File: src/rtl/image_scan_controller_pkg.sv
// Shared encodings and width defaults for the image scan controller and its raster counter.
package image_scan_controller_pkg;

  localparam int DATA_WIDTH_8_DEF  = 8;
  localparam int DATA_WIDTH_16_DEF = 16;

  typedef enum logic [2:0] {
    ST_IDLE    = 3'd0,
    ST_ISSUE   = 3'd1,
    ST_WAIT    = 3'd2,
    ST_PRESENT = 3'd3,
    ST_DONE    = 3'd4
  } scan_state_e;

  function automatic logic is_busy(input scan_state_e s);
    return (s == ST_ISSUE) || (s == ST_WAIT) || (s == ST_PRESENT);
  endfunction

endpackage

File: src/rtl/image_scan_controller_raster_counter.sv
// Column/row/linear-index counters for a raster scan, with synchronous clear,
// single-step advance and a flag marking the last pixel of the frame.
module raster_counter
  import image_scan_controller_pkg::*;
#(
  parameter int FRAME_WIDTH  = 160,
  parameter int FRAME_HEIGHT = 120,
  parameter int IDX_W        = DATA_WIDTH_16_DEF
) (
  input  logic             clk,
  input  logic             reset,
  input  logic             clr,
  input  logic             adv,
  output logic [IDX_W-1:0] col,
  output logic [IDX_W-1:0] row,
  output logic [IDX_W-1:0] index,
  output logic             last
);

  localparam logic [IDX_W-1:0] COL_MAX  = IDX_W'(FRAME_WIDTH - 1);
  localparam logic [IDX_W-1:0] LAST_IDX = IDX_W'(FRAME_WIDTH * FRAME_HEIGHT - 1);

  logic [IDX_W-1:0] col_q, col_d;
  logic [IDX_W-1:0] row_q, row_d;
  logic [IDX_W-1:0] idx_q, idx_d;

  always_comb begin
    col_d = col_q;
    row_d = row_q;
    idx_d = idx_q;
    if (clr) begin
      col_d = '0;
      row_d = '0;
      idx_d = '0;
    end else if (adv) begin
      idx_d = idx_q + 1'b1;
      if (col_q == COL_MAX) begin
        col_d = '0;
        row_d = row_q + 1'b1;
      end else begin
        col_d = col_q + 1'b1;
      end
    end
  end

  always_ff @(posedge clk or negedge reset) begin
    if (!reset) begin
      col_q <= '0;
      row_q <= '0;
      idx_q <= '0;
    end else begin
      col_q <= col_d;
      row_q <= row_d;
      idx_q <= idx_d;
    end
  end

  assign col   = col_q;
  assign row   = row_q;
  assign index = idx_q;
  assign last  = (idx_q == LAST_IDX);

endmodule

File: src/rtl/image_scan_controller.sv
// Raster-scans the image ROM one read at a time and forwards each pixel downstream
// on a valid/ready handshake tagged with its row/col, with timeout and abort handling.
module image_scan_controller
  import image_scan_controller_pkg::*;
#(
  parameter int DATA_WIDTH_8  = DATA_WIDTH_8_DEF,
  parameter int DATA_WIDTH_16 = DATA_WIDTH_16_DEF,
  parameter int FRAME_WIDTH   = 160,
  parameter int FRAME_HEIGHT  = 120,
  parameter int WAIT_TIMEOUT  = 15
) (
  input  logic                     clk,
  input  logic                     reset,
  input  logic                     i_start,
  input  logic                     i_abort,
  output logic                     o_img_enable,
  output logic [DATA_WIDTH_16-1:0] o_coordinate_index,
  input  logic [DATA_WIDTH_8-1:0]  i_img_pixel,
  input  logic                     i_img_pixel_valid,
  output logic [DATA_WIDTH_8-1:0]  o_pixel,
  output logic                     o_pixel_valid,
  input  logic                     i_pixel_ready,
  output logic [DATA_WIDTH_16-1:0] o_row,
  output logic [DATA_WIDTH_16-1:0] o_col,
  output logic                     o_busy,
  output logic                     o_frame_done,
  output logic                     o_error
);

  localparam int WCNT_W = $clog2(WAIT_TIMEOUT + 1);
  localparam logic [WCNT_W-1:0] WCNT_LAST = WCNT_W'(WAIT_TIMEOUT - 1);

  scan_state_e             state_q, state_d;
  logic [WCNT_W-1:0]       wait_cnt_q, wait_cnt_d;
  logic [DATA_WIDTH_8-1:0] pixel_q, pixel_d;
  logic                    error_q, error_d;
  logic                    enable_q, enable_d;
  logic                    pvalid_q, pvalid_d;
  logic                    done_q, done_d;
  logic                    busy_q, busy_d;
  logic                    cnt_clr, cnt_adv, cnt_last;

  raster_counter #(
    .FRAME_WIDTH (FRAME_WIDTH),
    .FRAME_HEIGHT(FRAME_HEIGHT),
    .IDX_W       (DATA_WIDTH_16)
  ) u_raster (
    .clk  (clk),
    .reset(reset),
    .clr  (cnt_clr),
    .adv  (cnt_adv),
    .col  (o_col),
    .row  (o_row),
    .index(o_coordinate_index),
    .last (cnt_last)
  );

  always_comb begin
    state_d    = state_q;
    wait_cnt_d = wait_cnt_q;
    pixel_d    = pixel_q;
    error_d    = error_q;
    cnt_clr    = 1'b0;
    cnt_adv    = 1'b0;
    if (i_abort) begin
      state_d = ST_IDLE;
    end else begin
      case (state_q)
        ST_IDLE, ST_DONE: begin
          state_d = ST_IDLE;
          if (i_start) begin
            state_d = ST_ISSUE;
            cnt_clr = 1'b1;
            error_d = 1'b0;
          end
        end
        ST_ISSUE: begin
          state_d    = ST_WAIT;
          wait_cnt_d = '0;
        end
        // A pixel arriving on the timeout cycle still counts as delivered.
        ST_WAIT: begin
          if (i_img_pixel_valid) begin
            pixel_d = i_img_pixel;
            state_d = ST_PRESENT;
          end else if (wait_cnt_q == WCNT_LAST) begin
            error_d = 1'b1;
            state_d = ST_IDLE;
          end else begin
            wait_cnt_d = wait_cnt_q + 1'b1;
          end
        end
        ST_PRESENT: begin
          if (i_pixel_ready) begin
            if (cnt_last) begin
              state_d = ST_DONE;
            end else begin
              cnt_adv = 1'b1;
              state_d = ST_ISSUE;
            end
          end
        end
        default: state_d = ST_IDLE;
      endcase
    end
    // Outputs are decoded from the next state so they come straight off flops.
    enable_d = (state_d == ST_ISSUE);
    pvalid_d = (state_d == ST_PRESENT);
    done_d   = (state_d == ST_DONE);
    busy_d   = is_busy(state_d);
  end

  always_ff @(posedge clk or negedge reset) begin
    if (!reset) begin
      state_q    <= ST_IDLE;
      wait_cnt_q <= '0;
      pixel_q    <= '0;
      error_q    <= 1'b0;
      enable_q   <= 1'b0;
      pvalid_q   <= 1'b0;
      done_q     <= 1'b0;
      busy_q     <= 1'b0;
    end else begin
      state_q    <= state_d;
      wait_cnt_q <= wait_cnt_d;
      pixel_q    <= pixel_d;
      error_q    <= error_d;
      enable_q   <= enable_d;
      pvalid_q   <= pvalid_d;
      done_q     <= done_d;
      busy_q     <= busy_d;
    end
  end

  assign o_img_enable  = enable_q;
  assign o_pixel       = pixel_q;
  assign o_pixel_valid = pvalid_q;
  assign o_busy        = busy_q;
  assign o_frame_done  = done_q;
  assign o_error       = error_q;

endmodule

File: config.mk
export PLATFORM = sky130hd
export DESIGN_NAME = image_scan_controller
export DESIGN_NICKNAME = d
export VERILOG_FILES = /design/src/rtl/image_scan_controller_pkg.sv /design/src/rtl/image_scan_controller_raster_counter.sv /design/src/rtl/image_scan_controller.sv
export SDC_FILE = /design/constraint.sdc
export NUM_CORES = 1
export LEC_CHECK = 0
export CORE_ASPECT_RATIO = 0.8
export CORE_MARGIN = 4
export CORE_UTILIZATION = 52
export CTS_BUF_LIST = sky130_fd_sc_hd__clkbuf_2 sky130_fd_sc_hd__clkbuf_4 sky130_fd_sc_hd__clkbuf_8
export DETAILED_ROUTE_END_ITERATION = 8
export PLACE_DENSITY = 0.81
export SLEW_MARGIN = 20
export SYNTH_ARGS = -nofsm -noshare
export SYNTH_HDL_FRONTEND = slang
export SYNTH_SLANG_ARGS = --single-unit
export TNS_END_PERCENT = 1
File: constraint.sdc
create_clock -name clk -period 6 [get_ports clk]
set_input_delay 1.2 -clock clk [delete_from_list [all_inputs] [get_ports clk]]
set_output_delay 1.2 -clock clk [all_outputs]
set_load 0.02 [all_outputs]
# Word level (Yosys, flattened, before mapping)
# Cells that the tools add are included.
# word_totals
mem_bits_rw	0
memories	0
rom_bits	0
register_bits	68
input_bits	14
output_inout_bits	61
latchBits	0
# op_classes
eq_ne	15
bitwise	1
muxes	29
shifts	0
add_sub_neg	4
order_cmp	0
reduce_logical	12
mul	0
n_div	0
# op_table
cell	count
two-way mux 16 bit	8
adder 16 x 1 -> 16 bit, second input constant	3
equality test 16 x 15 -> 1 bit, second input constant	1
equality test 16 x 8 -> 1 bit, second input constant	1
two-way mux 3 bit	5
equality test 3 x 2 -> 1 bit, second input constant	4
case mux 3 bit (4 select lines)	1
two-way mux 1 bit	11
two-way mux 4 bit	2
!= test 2 bit, second input constant	4
case mux 4 bit (2 select lines)	1
nonzero test 2 bit	4
equality test 3 x 1 -> 1 bit, second input constant	2
equality test 3 bit, second input constant	2
AND reduction 5 bit	1
adder 4 x 1 -> 4 bit, second input constant	1
equality test 4 bit, second input constant	1
AND reduction 4 bit	1
logical NOT 3 bit	1
AND reduction 3 bit	1
logical OR 1 bit	2
case mux 1 bit (2 select lines)	1
AND reduction 2 bit	1
OR reduction 2 bit	1
NOT 1 bit	1

# Depth between registers and ports, before layout
# Gate-level depths: netlist of the first run.
# logic_depth
ltp_word	8
depth_mapped	9
depth_no_buf	7

# Cells and area by module
# From an unflattened synthesis of the first run, not the netlist that was laid out.
# unflattened
hier_cells	343
area_unflattened_um2	3464.6
# modules_own_cells
mod	n_inst	cells_per_inst	area_per_inst_um2
raster_counter	1	262	2519.9
image_scan_controller	1	81	944.7

# Worst setup path before layout of the first run
# No wires, ideal clock.
# synth_path
path_kind	in2reg
from	in i_start
to	reg u_raster.row_q[13] (netlist: u_raster.row[13])
slack_ns	3.116
stages	6
arrival_time_ns	2.807
required_ns	5.923
setup_ns	0.077
path_buffers	1
path_cell_list	or3b_2 -> nor2_1 -> buf_2 -> o2111ai_1 -> or4_1 -> a21oi_1
# synth_via
elab_chain_len	5
# synth_lines
item	line	source
from (decl)	image_scan_controller.sv:14	input logic i_start,
two-way mux 1 bit *	image_scan_controller.sv:71	if (i_start) begin
two-way mux 1 bit *	image_scan_controller.sv:68	case (state_q)
two-way mux 1 bit *	image_scan_controller.sv:65	if (i_abort) begin
nonzero test 2 bit (no line)	-	
AND reduction 2 bit (no line)	-	
to (signal assigned)	image_scan_controller_raster_counter.sv:53	row_q <= row_d;
to (decl)	image_scan_controller_raster_counter.sv:24	logic [IDX_W-1:0] row_q, row_d;
# Mark *: on every way between the ends. The rest lies on a longest branch, timed or not.
# A chain may end at the register's enable or synchronous reset.

# Final worst setup path of the first run
# layout_path
from	in i_abort
to	reg u_raster.col_q[10] (netlist: u_raster.col[10])
# layout_via
elab_chain_len	2
# layout_lines
item	line	source
from (decl)	image_scan_controller.sv:15	input logic i_abort,
two-way mux 1 bit	image_scan_controller.sv:65	
two-way mux 16 bit / nonzero test 2 bit (equally long branches)	-	
to (signal assigned)	image_scan_controller_raster_counter.sv:52	col_q <= col_d;
to (decl)	image_scan_controller_raster_counter.sv:23	logic [IDX_W-1:0] col_q, col_d;
# Parallel ways exist; a longest one is shown, timed or not.

==> results.sh, run 1 <==
export IMPL_status="complete, no violations"
export IMPL_hold_viol=0
export IMPL_worstRegToRegCells=5
export IMPL_drt_iter0_drc=186
export IMPL_grt_pass1_wl_mm=16.4
export IMPL_fin_area_mm2=0.00470
export IMPL_slew_headroom_pct=42.0
export IMPL_port_buffers=74
export IMPL_p_per_area_mw_per_mm2=264
export IMPL_postCtsSetupBuffers=0
export IMPL_r2r_start="u_raster.col[5]"
export IMPL_syn_area_mm2=0.00373
export IMPL_synth_cells=384
export IMPL_power_leakage_nw=1.82
export IMPL_async_flop_share_pct=100
export IMPL_grt_start_max_net_pins=69
export IMPL_end_kind="register"
export IMPL_dr_total_vias=3385
export IMPL_tritoncts="yes"
export IMPL_globalplace_congestion=0.884
export IMPL_ys_seq_elements=68
export IMPL_layout_common_cells="clkdlybuf4s50_1 (73), dfrtp_1 (68), a21oi_1 (30)"
export IMPL_clk_latency_ps=360
export IMPL_final_instance_count_excl_fill=541
export IMPL_fmax_mhz=276
export IMPL_tightest_slew_ps=866
export IMPL_io_pins=75
export IMPL_rsz0062_at_grt="false"
export IMPL_grt_antenna_before_repair=0
export IMPL_hold_depth=1
export IMPL_yosysSeqAreaShare_pct=45.6
export IMPL_ys_warnings_count=0
export IMPL_ir_worst_vdd_mv=0.226
export IMPL_die_y_um=83.8
export IMPL_arrival_ps=3870
export IMPL_avgViaCountPerCell=6.26
export IMPL_antenna_cells=0
export IMPL_cts_hold_buffers_added=0
export IMPL_synth_nets=403
export IMPL_skew_ps=10.7
export IMPL_placed_cell_area_mm2=0.00448
export IMPL_rows=27
export IMPL_hold_worst_slack_ps=513
export IMPL_hp_start="o_pixel[1]"
export IMPL_cts_resized=0
export IMPL_setup_viol=0
export IMPL_coreArea_mm2=0.00693
export IMPL_synth_edff_count=0
export IMPL_crit_type="primary input to register"
export IMPL_cts_buffers=9
export IMPL_start_kind="primary input"
export IMPL_grtUsageTotal_pct=23.3
export IMPL_maxSlewViolCount=0
export IMPL_dr_pass1_iters=5
export IMPL_drcViolationCount=0
export IMPL_final_common_cell="clkdlybuf4s50_1"
export IMPL_drv_cap=0
export IMPL_worstPathRequired_ps=6240
export IMPL_routedWlPerCell_um=17.5
export IMPL_drtAntennaViolNets=0
export IMPL_setup_tns_ps=0
export IMPL_final_min_clock_period_ps=3630
export IMPL_die_x_um=103
export IMPL_path_clk_slew_ps=80
export IMPL_postSynthAreaPerCell_um2=9.71
export IMPL_cts_buffer_depth=2
export IMPL_drive_above_1_share_pct=9.91
export IMPL_final_nets=468
export IMPL_grt_overflow_total=0
export IMPL_dp_hpwl_mm=6.32
export IMPL_initial_core_util_pct=53.9
export IMPL_root_buffer="clkbuf_8"
export IMPL_dieArea_mm2=0.00860
export IMPL_place_inst=525
export IMPL_htree_levels=3
export IMPL_critical_path_max_fanout=31
export IMPL_ys_flop_type="dfrtp_1"
export IMPL_wl_mm=9.47
export IMPL_finalCritPeriodShare_pct=60.5
export IMPL_clock_sinks=68
export IMPL_fillers=533
export IMPL_fin_util_pct=67.9
export IMPL_hp_class="register to register"
export IMPL_yosysUniqueCellTypes=55
export IMPL_grt_pass1_vias=3273
export IMPL_crit_start="i_abort"
export IMPL_syn_to_final_growth_pct=26.1
==> layer usage <==
layer	vias up	wire (µm)	track usage, %
met1	1621	4280	34.9
met4	0	85	5.60
li1	1595	-	-
met3	14	730	5.18
met2	155	4380	34.3
met5	-	0	0
==> final timing paths <==
kind / to / slack [ps]
min in group asynchronous: u_raster.index[12] / 1010
hold reg to reg: o_pixel[1] / 510
setup reg to reg: u_raster.row[0] / 2670
max in group asynchronous: o_error / 4410
hold / removal: o_pixel[1] / 510
setup / recovery: u_raster.col[10] / 2370
==> logic make-up (layout without fill, tap and decap cells) <==
group / Yosys count / in the layout / share of synthesized area (%)
xor gates and xnor gates: 6 / 6 / 1.41
and+or+nand+nor: 158 / 158 / 24.6
muxes: 15 / 15 / 4.36
AOI/OAI and AO/OA: 94 / 94 / 17.3
buffers and inverters: 38 / 108 / 5.10
DFF: 68 / 68 / 45.6
adders and majority gates: 5 / 5 / 1.68
==> area by class of cell <==
class	instances	area (µm²)	share of cell area, %
flip-flops and latches	68	1700	36.2
repair buffers	78	766	16.3
inverters	14	52.6	1.12
clock buffers	10	131	2.79
well taps	87	109	2.31
clock inverters	6	88.8	1.89
multi-input cells	278	1850	39.4
==> where the power goes <==
group | internal (mW) | switching, mW | leakage (nW)
registers | 0.500 | 0.0391 | 0.923
clock network | 0.239 | 0.187 | 0.106
logic | 0.122 | 0.157 | 0.787
==> sequential cells by signal, indices dropped and copies added (netlist names) <==
signal	cells
o_frame_done	1
o_error	1
o_pixel	8
u_raster.index	16
wait_cnt_q	4
state_q	3
o_pixel_valid	1
o_img_enable	1
o_busy	1
u_raster.col	16
u_raster.row	16
==> critical path, stage by stage <==
cell and delay, ps:
clkdlybuf4s50_1 520, or3_1 570, o21ai_4 640, buf_4 410
nor2_1 210, a32o_1 290
==> cell usage after synthesis (2+ instances only) <==
master | instances | area (µm²)
nor3_1 | 9 | 45.0
inv_1 | 14 | 52.6
mux2i_1 | 5 | 50.1
nand4_1 | 10 | 62.6
mux2_2 | 10 | 113
ha_1 | 5 | 62.6
nand4b_1 | 2 | 17.5
a31o_2 | 2 | 17.5
nand3_1 | 21 | 105
buf_2 | 8 | 40.0
o211ai_1 | 6 | 45.0
o2bb2ai_1 | 2 | 17.5
and3_1 | 3 | 18.8
clkbuf_1 | 11 | 41.3
o21ai_0 | 8 | 40.0
a32o_1 | 2 | 20.0
nand2b_1 | 7 | 43.8
nor2_1 | 29 | 109
nor4b_1 | 2 | 17.5
o2111ai_1 | 6 | 52.6
and2_1 | 3 | 18.8
nor4_1 | 5 | 31.3
xnor2_1 | 4 | 35.0
clkbuf_8 | 3 | 41.3
o31ai_1 | 26 | 195
a31oi_1 | 3 | 18.8
dfrtp_1 | 68 | 1700
or4_1 | 25 | 188
a211o_1 | 2 | 17.5
and4_1 | 5 | 43.8
xor2_1 | 2 | 17.5
nand2_1 | 24 | 90.1
a21oi_1 | 30 | 150
==> per-stage QoR <==
stage / setup slack, ps / power, mW
detailed placement: 2030 / 0.826
finish: 2370 / 1.24
CTS: 2410 / 1.25
global placement: 1840 / 0.815
global route: 2190 / 1.30
floorplan: 3120 / 0.697
No activity file was read; power rests on OpenSTA's default activity.
==> inputs of run 2 (changes only) <==
--- a/config.mk
+++ b/config.mk
@@ -7,10 +7,10 @@
 export LEC_CHECK = 0
 export CORE_ASPECT_RATIO = 0.8
 export CORE_MARGIN = 4
-export CORE_UTILIZATION = 52
+export CORE_UTILIZATION = 48
 export CTS_BUF_LIST = sky130_fd_sc_hd__clkbuf_2 sky130_fd_sc_hd__clkbuf_4 sky130_fd_sc_hd__clkbuf_8
 export DETAILED_ROUTE_END_ITERATION = 8
-export PLACE_DENSITY = 0.81
+export PLACE_DENSITY = 0.78
 export SLEW_MARGIN = 20
 export SYNTH_ARGS = -nofsm -noshare
 export SYNTH_HDL_FRONTEND = slang
==> constraint.sdc (replaced) <==
create_clock -name clk -period 3.2 [get_ports clk]
set_input_delay 0.64 -clock clk [delete_from_list [all_inputs] [get_ports clk]]
set_output_delay 0.64 -clock clk [all_outputs]
set_load 0.02 [all_outputs]
==> results.sh, run 2 (same netlist as run 1, synthesis figures left out) <==
export IMPL_p_per_area_mw_per_mm2=499
export IMPL_grt_pass1_wl_mm=16.1
export IMPL_cts_buffers=9
export IMPL_drtAntennaViolNets=0
export IMPL_clock_sinks=68
export IMPL_end_kind="register"
export IMPL_grt_pass1_vias=3341
export IMPL_dr_total_vias=3413
export IMPL_crit_chain="clkdlybuf4s50_1 -> or3b_2 -> o21ai_0 -> o211ai_4 -> buf_12 -> or4_1 -> a21oi_1"
export IMPL_arrival_ps=2830
export IMPL_final_common_cell="clkdlybuf4s50_1"
export IMPL_skew_ps=6.86
export IMPL_cp_endpoint="u_raster.col[3]"
export IMPL_rsz0062_at_grt="false"
export IMPL_cts_resized=0
export IMPL_dr_pass1_iters=7
export IMPL_avgViaCountPerCell=5.99
export IMPL_finalCritPeriodShare_pct=80.4
export IMPL_clk_latency_ps=340
export IMPL_cts_hold_buffers_added=0
export IMPL_final_min_clock_period_ps=2570
export IMPL_path_clk_slew_ps=80
export IMPL_dp_hpwl_mm=6.68
export IMPL_r2r_start="u_raster.col[12]"
export IMPL_setup_tns_ps=0
export IMPL_crit_type="primary input to register"
export IMPL_worst_r2r_endpoint="u_raster.row[1]"
export IMPL_critical_path_max_fanout=49
export IMPL_htree_levels=3
export IMPL_initial_core_util_pct=50.0
export IMPL_cp_depth=7
export IMPL_antenna_cells=0
export IMPL_grtUsageTotal_pct=21.5
export IMPL_path_delay_family="simple AND/OR/NAND/NOR gates"
export IMPL_grt_overflow_total=0
export IMPL_die_x_um=107
export IMPL_globalplace_congestion=0.937
export IMPL_power_leakage_nw=1.90
export IMPL_worstRegToRegCells=7
export IMPL_layout_common_cells="clkdlybuf4s50_1 (73), dfrtp_1 (68), a21oi_1 (30)"
export IMPL_hold_worst_slack_ps=469
export IMPL_drt_iter0_drc=162
export IMPL_worstPathRequired_ps=3460
export IMPL_root_buffer="clkbuf_8"
export IMPL_die_y_um=86.8
export IMPL_postCtsSetupBuffers=0
export IMPL_critPathMaxStageDelay_ps=520
export IMPL_hp_class="primary input to async pin"
export IMPL_tritoncts="yes"
export IMPL_hold_viol=0
export IMPL_final_nets=479
export IMPL_setup_viol=0
export IMPL_start_kind="primary input"
export IMPL_drcViolationCount=0
export IMPL_wl_mm=9.47
export IMPL_fillers=626
export IMPL_ff2ff_setup_slack_ps=650
export IMPL_crit_slowest_cell="or4_1"
export IMPL_tightest_slew_ps=862
export IMPL_ir_worst_vdd_mv=0.374
export IMPL_drive_above_1_share_pct=11.8
export IMPL_crit_start="i_start"
export IMPL_path_buf_inv=2
export IMPL_io_pins=75
export IMPL_rows=28
export IMPL_cts_buffer_depth=2
export IMPL_syn_to_final_growth_pct=30.2
export IMPL_routedWlPerCell_um=16.6
export IMPL_fmax_mhz=388
export IMPL_maxSlewViolCount=0
export IMPL_coreArea_mm2=0.00746
export IMPL_grt_antenna_before_repair=0
export IMPL_port_buffers=74
export IMPL_slew_headroom_pct=42.3
export IMPL_drv_cap=0
export IMPL_grt_start_max_net_pins=69
export IMPL_dieArea_mm2=0.00925
export IMPL_status="complete, no violations"
-- run 2: cell count changes in the layout (fill, tap and decap cells not counted), sizes merged --
cell	change
clkinvlp	-1
buf	+11
bufinv	+1
-- run 2: metal layers --
layer	GRT usage (%)	vias to the layer above	share of wire [%]
met4	6.97	0	0.80
met1	28.4	1666	46
met5	0	-	0
li1	-	1619	-
met2	35.9	123	47
met3	4.54	5	6.5
-- run 2: worst min-delay path by stage --
stage / from / endpoint / slack [ps] / cells past startpoint
after floorplan: reset / o_busy / 340 / 0
after global placement: o_pixel[4] / o_pixel[4] / 490 / 1
after detailed placement: o_pixel[5] / o_pixel[5] / 500 / 1
after CTS: reset / u_raster.row[15] / 520 / 2
after global routing: o_pixel[2] / o_pixel[2] / 530 / 1
final: reset / u_raster.row[15] / 470 / 2
-- run 2: stage by stage --
stage	area [µm²]	power (mW)	instances	setup slack, ps	utilization (%)
finish	4860	2.43	570	626	65.1
global route	4860	2.55	570	461	65.1
CTS	4860	2.45	570	638	65.1
detailed placement	4610	1.57	554	276	61.8
global placement	4610	1.56	554	328	61.8
floorplan	3730	1.31	384	876	-
-- run 2: worst reg2reg max path, delay by kind of cell (launching register included) --
kind,cells,cell delay (ps)
buffers and inverters,2,500
and+or+nand+nor,4,1330
muxes,1,190
DFF,1,450
-- run 2: power by group --
group	total (mW)	internal [mW]	switching [mW]	leakage, nW
logic	0.543	0.246	0.297	0.851
clock network	0.874	0.539	0.335	0.122
registers	1.01	0.938	0.0708	0.923
-- run 2: cell type report --
cell class                 instances  area (µm²)  share of cell area, %
clock inverter                     6         111                   2.29
timing repair buffer              89         873                   18.0
tap                              105         131                   2.70
multi-input combinational        278        1850                   38.1
inverter                          14        52.6                   1.08
sequential                        68        1700                   35.0
clock buffer                      10         138                   2.83
==> inputs of run 3 (changes only) <==
--- a/config.mk
+++ b/config.mk
@@ -7,10 +7,10 @@
 export LEC_CHECK = 0
 export CORE_ASPECT_RATIO = 0.8
 export CORE_MARGIN = 4
-export CORE_UTILIZATION = 48
+export CORE_UTILIZATION = 52
 export CTS_BUF_LIST = sky130_fd_sc_hd__clkbuf_2 sky130_fd_sc_hd__clkbuf_4 sky130_fd_sc_hd__clkbuf_8
 export DETAILED_ROUTE_END_ITERATION = 8
-export PLACE_DENSITY = 0.78
+export PLACE_DENSITY = 0.81
 export SLEW_MARGIN = 20
 export SYNTH_ARGS = -nofsm -noshare
 export SYNTH_HDL_FRONTEND = slang
==> constraint.sdc (replaced) <==
create_clock -name clk -period 2.4 [get_ports clk]
set_input_delay 0.48 -clock clk [delete_from_list [all_inputs] [get_ports clk]]
set_output_delay 0.48 -clock clk [all_outputs]
set_load 0.02 [all_outputs]
==> results.sh, run 3 (same netlist as run 1, synthesis figures left out) <==
export IMPL_crit_slowest_cell="or4_1"
export IMPL_r2r_start="u_raster.col[13]"
export IMPL_antenna_cells=0
export IMPL_io_pins=75
export IMPL_grt_overflow_total=0
export IMPL_coreArea_mm2=0.00693
export IMPL_grt_pass1_wl_mm=18.0
export IMPL_dr_total_vias=3729
export IMPL_status="complete, no violations"
export IMPL_fmax_mhz=431
export IMPL_die_y_um=83.8
export IMPL_postCtsSetupBuffers=0
export IMPL_layout_common_cells="clkdlybuf4s50_1 (73), dfrtp_1 (67), buf_4 (57)"
export IMPL_dr_pass1_iters=5
export IMPL_hold_viol=0
export IMPL_drv_cap=0
export IMPL_drive_above_1_share_pct=21.1
export IMPL_end_kind="register"
export IMPL_finalCritPeriodShare_pct=96.8
export IMPL_clk_latency_ps=350
export IMPL_power_leakage_nw=2.14
export IMPL_globalplace_congestion=0.856
export IMPL_initial_core_util_pct=53.9
export IMPL_tightest_slew_ps=532
export IMPL_final_common_cell="clkdlybuf4s50_1"
export IMPL_grt_pass1_vias=3663
export IMPL_worstRegToRegCells=6
export IMPL_tritoncts="yes"
export IMPL_drcViolationCount=0
export IMPL_grt_use_met3_pct=6.93
export IMPL_final_instance_count_excl_fill=600
export IMPL_slew_headroom_pct=64.2
export IMPL_die_x_um=103
export IMPL_grt_start_max_net_pins=44
export IMPL_critical_path_max_fanout=15
export IMPL_critPathMaxStageDelay_ps=520
export IMPL_root_buffer="clkbuf_8"
export IMPL_routedWlPerCell_um=18.1
export IMPL_hp_class="primary input to async pin"
export IMPL_path_clk_slew_ps=80
export IMPL_cts_hold_buffers_added=0
export IMPL_path_buf_inv=2
export IMPL_cts_buffer_depth=2
export IMPL_worstPathRequired_ps=2670
export IMPL_rows=27
export IMPL_wl_mm=10.8
export IMPL_drtAntennaViolNets=0
export IMPL_dp_hpwl_mm=7.28
export IMPL_final_nets=527
export IMPL_maxSlewViolCount=0
export IMPL_setup_viol=0
export IMPL_grt_antenna_before_repair=0
export IMPL_rsz0062_at_grt="true"
export IMPL_fillers=462
export IMPL_hold_worst_slack_ps=91.8
export IMPL_p_per_area_mw_per_mm2=624
export IMPL_final_min_clock_period_ps=2320
export IMPL_met2_usage_pct=41.6
export IMPL_path_delay_family="simple AND/OR/NAND/NOR gates"
export IMPL_start_kind="primary input"
export IMPL_crit_chain="clkdlybuf4s50_1 -> or4bb_1 -> nand3_1 -> o211ai_4 -> buf_4 -> or4_1 -> a21oi_1"
export IMPL_cts_buffers=9
export IMPL_crit_type="primary input to register"
export IMPL_ff2ff_setup_slack_ps=100
export IMPL_dieArea_mm2=0.00860
export IMPL_avgViaCountPerCell=6.22
export IMPL_ir_worst_vdd_mv=0.532
export IMPL_regArea_mm2=0.00170
export IMPL_grt_busiest_layer="met2"
export IMPL_arrival_ps=2590
export IMPL_clock_sinks=68
export IMPL_place_inst=584
export IMPL_skew_ps=8.81
export IMPL_drt_iter0_drc=253
export IMPL_htree_levels=3
export IMPL_grtUsageTotal_pct=26.2
export IMPL_multi_input_area_mm2=0.00188
export IMPL_port_buffers=74
export IMPL_use_met1_pct=36.2
export IMPL_syn_to_final_growth_pct=40.8
export IMPL_worst_r2r_endpoint="u_raster.row[2]"
[run 3: metrics by stage]
step,TNS (ps),worst slack (ps),utilization (%),area [µm²],power [mW]
final,0,77.8,75.8,5250,3.28
after floorplan,0,81.8,-,3730,1.74
after CTS,0,1.69,75.5,5230,3.29
after global routing,-8.56,-8.56,75.8,5250,3.42
after global placement,-8840,-278,72.0,4980,2.14
after detailed placement,-9050,-303,72.0,4980,2.16
[run 3: worst max path at each step]
| stage | from | to | slack [ps] | cells after the start |
|---|---|---|---|---|
| floorplan | u_raster.index[0] | u_raster.row[3] | 80 | 8 |
| global route | u_raster.col[13] | u_raster.row[15] | -9 | 6 |
| CTS | i_start | u_raster.row[2] | 2 | 7 |
| global placement | i_start | u_raster.index[10] | -280 | 7 |
| finish | i_img_pixel_valid | u_raster.row[2] | 80 | 7 |
| detailed placement | i_start | u_raster.row[5] | -300 | 7 |
[run 3: cell type report]
cell class | instances | share of cell area [%]
tap | 87 | 2.07
clock inverter | 5 | 1.60
multi-input combinational | 278 | 35.8
clock buffer | 11 | 2.88
inverter | 14 | 1.00
sequential | 68 | 32.4
timing repair buffer | 137 | 24.3
[run 3: power by group]
group          switching (mW)  internal, mW  total, mW
Clock                   0.470         0.643       1.11
Sequential             0.0809          1.25       1.33
Combinational           0.444         0.390      0.834
[run 3: what timing repair did]
item,in CTS,in global routing
gates resized for setup,3,6
cloned,0,0
setup endpoints to repair,1,19
pin swaps,0,1
[run 3: routing by layer]
layer	routed length, µm	vias to the layer above
met3	859	24
li1	-	1707
met1	4650	1829
met5	0	-
met4	174	0
met2	5160	169
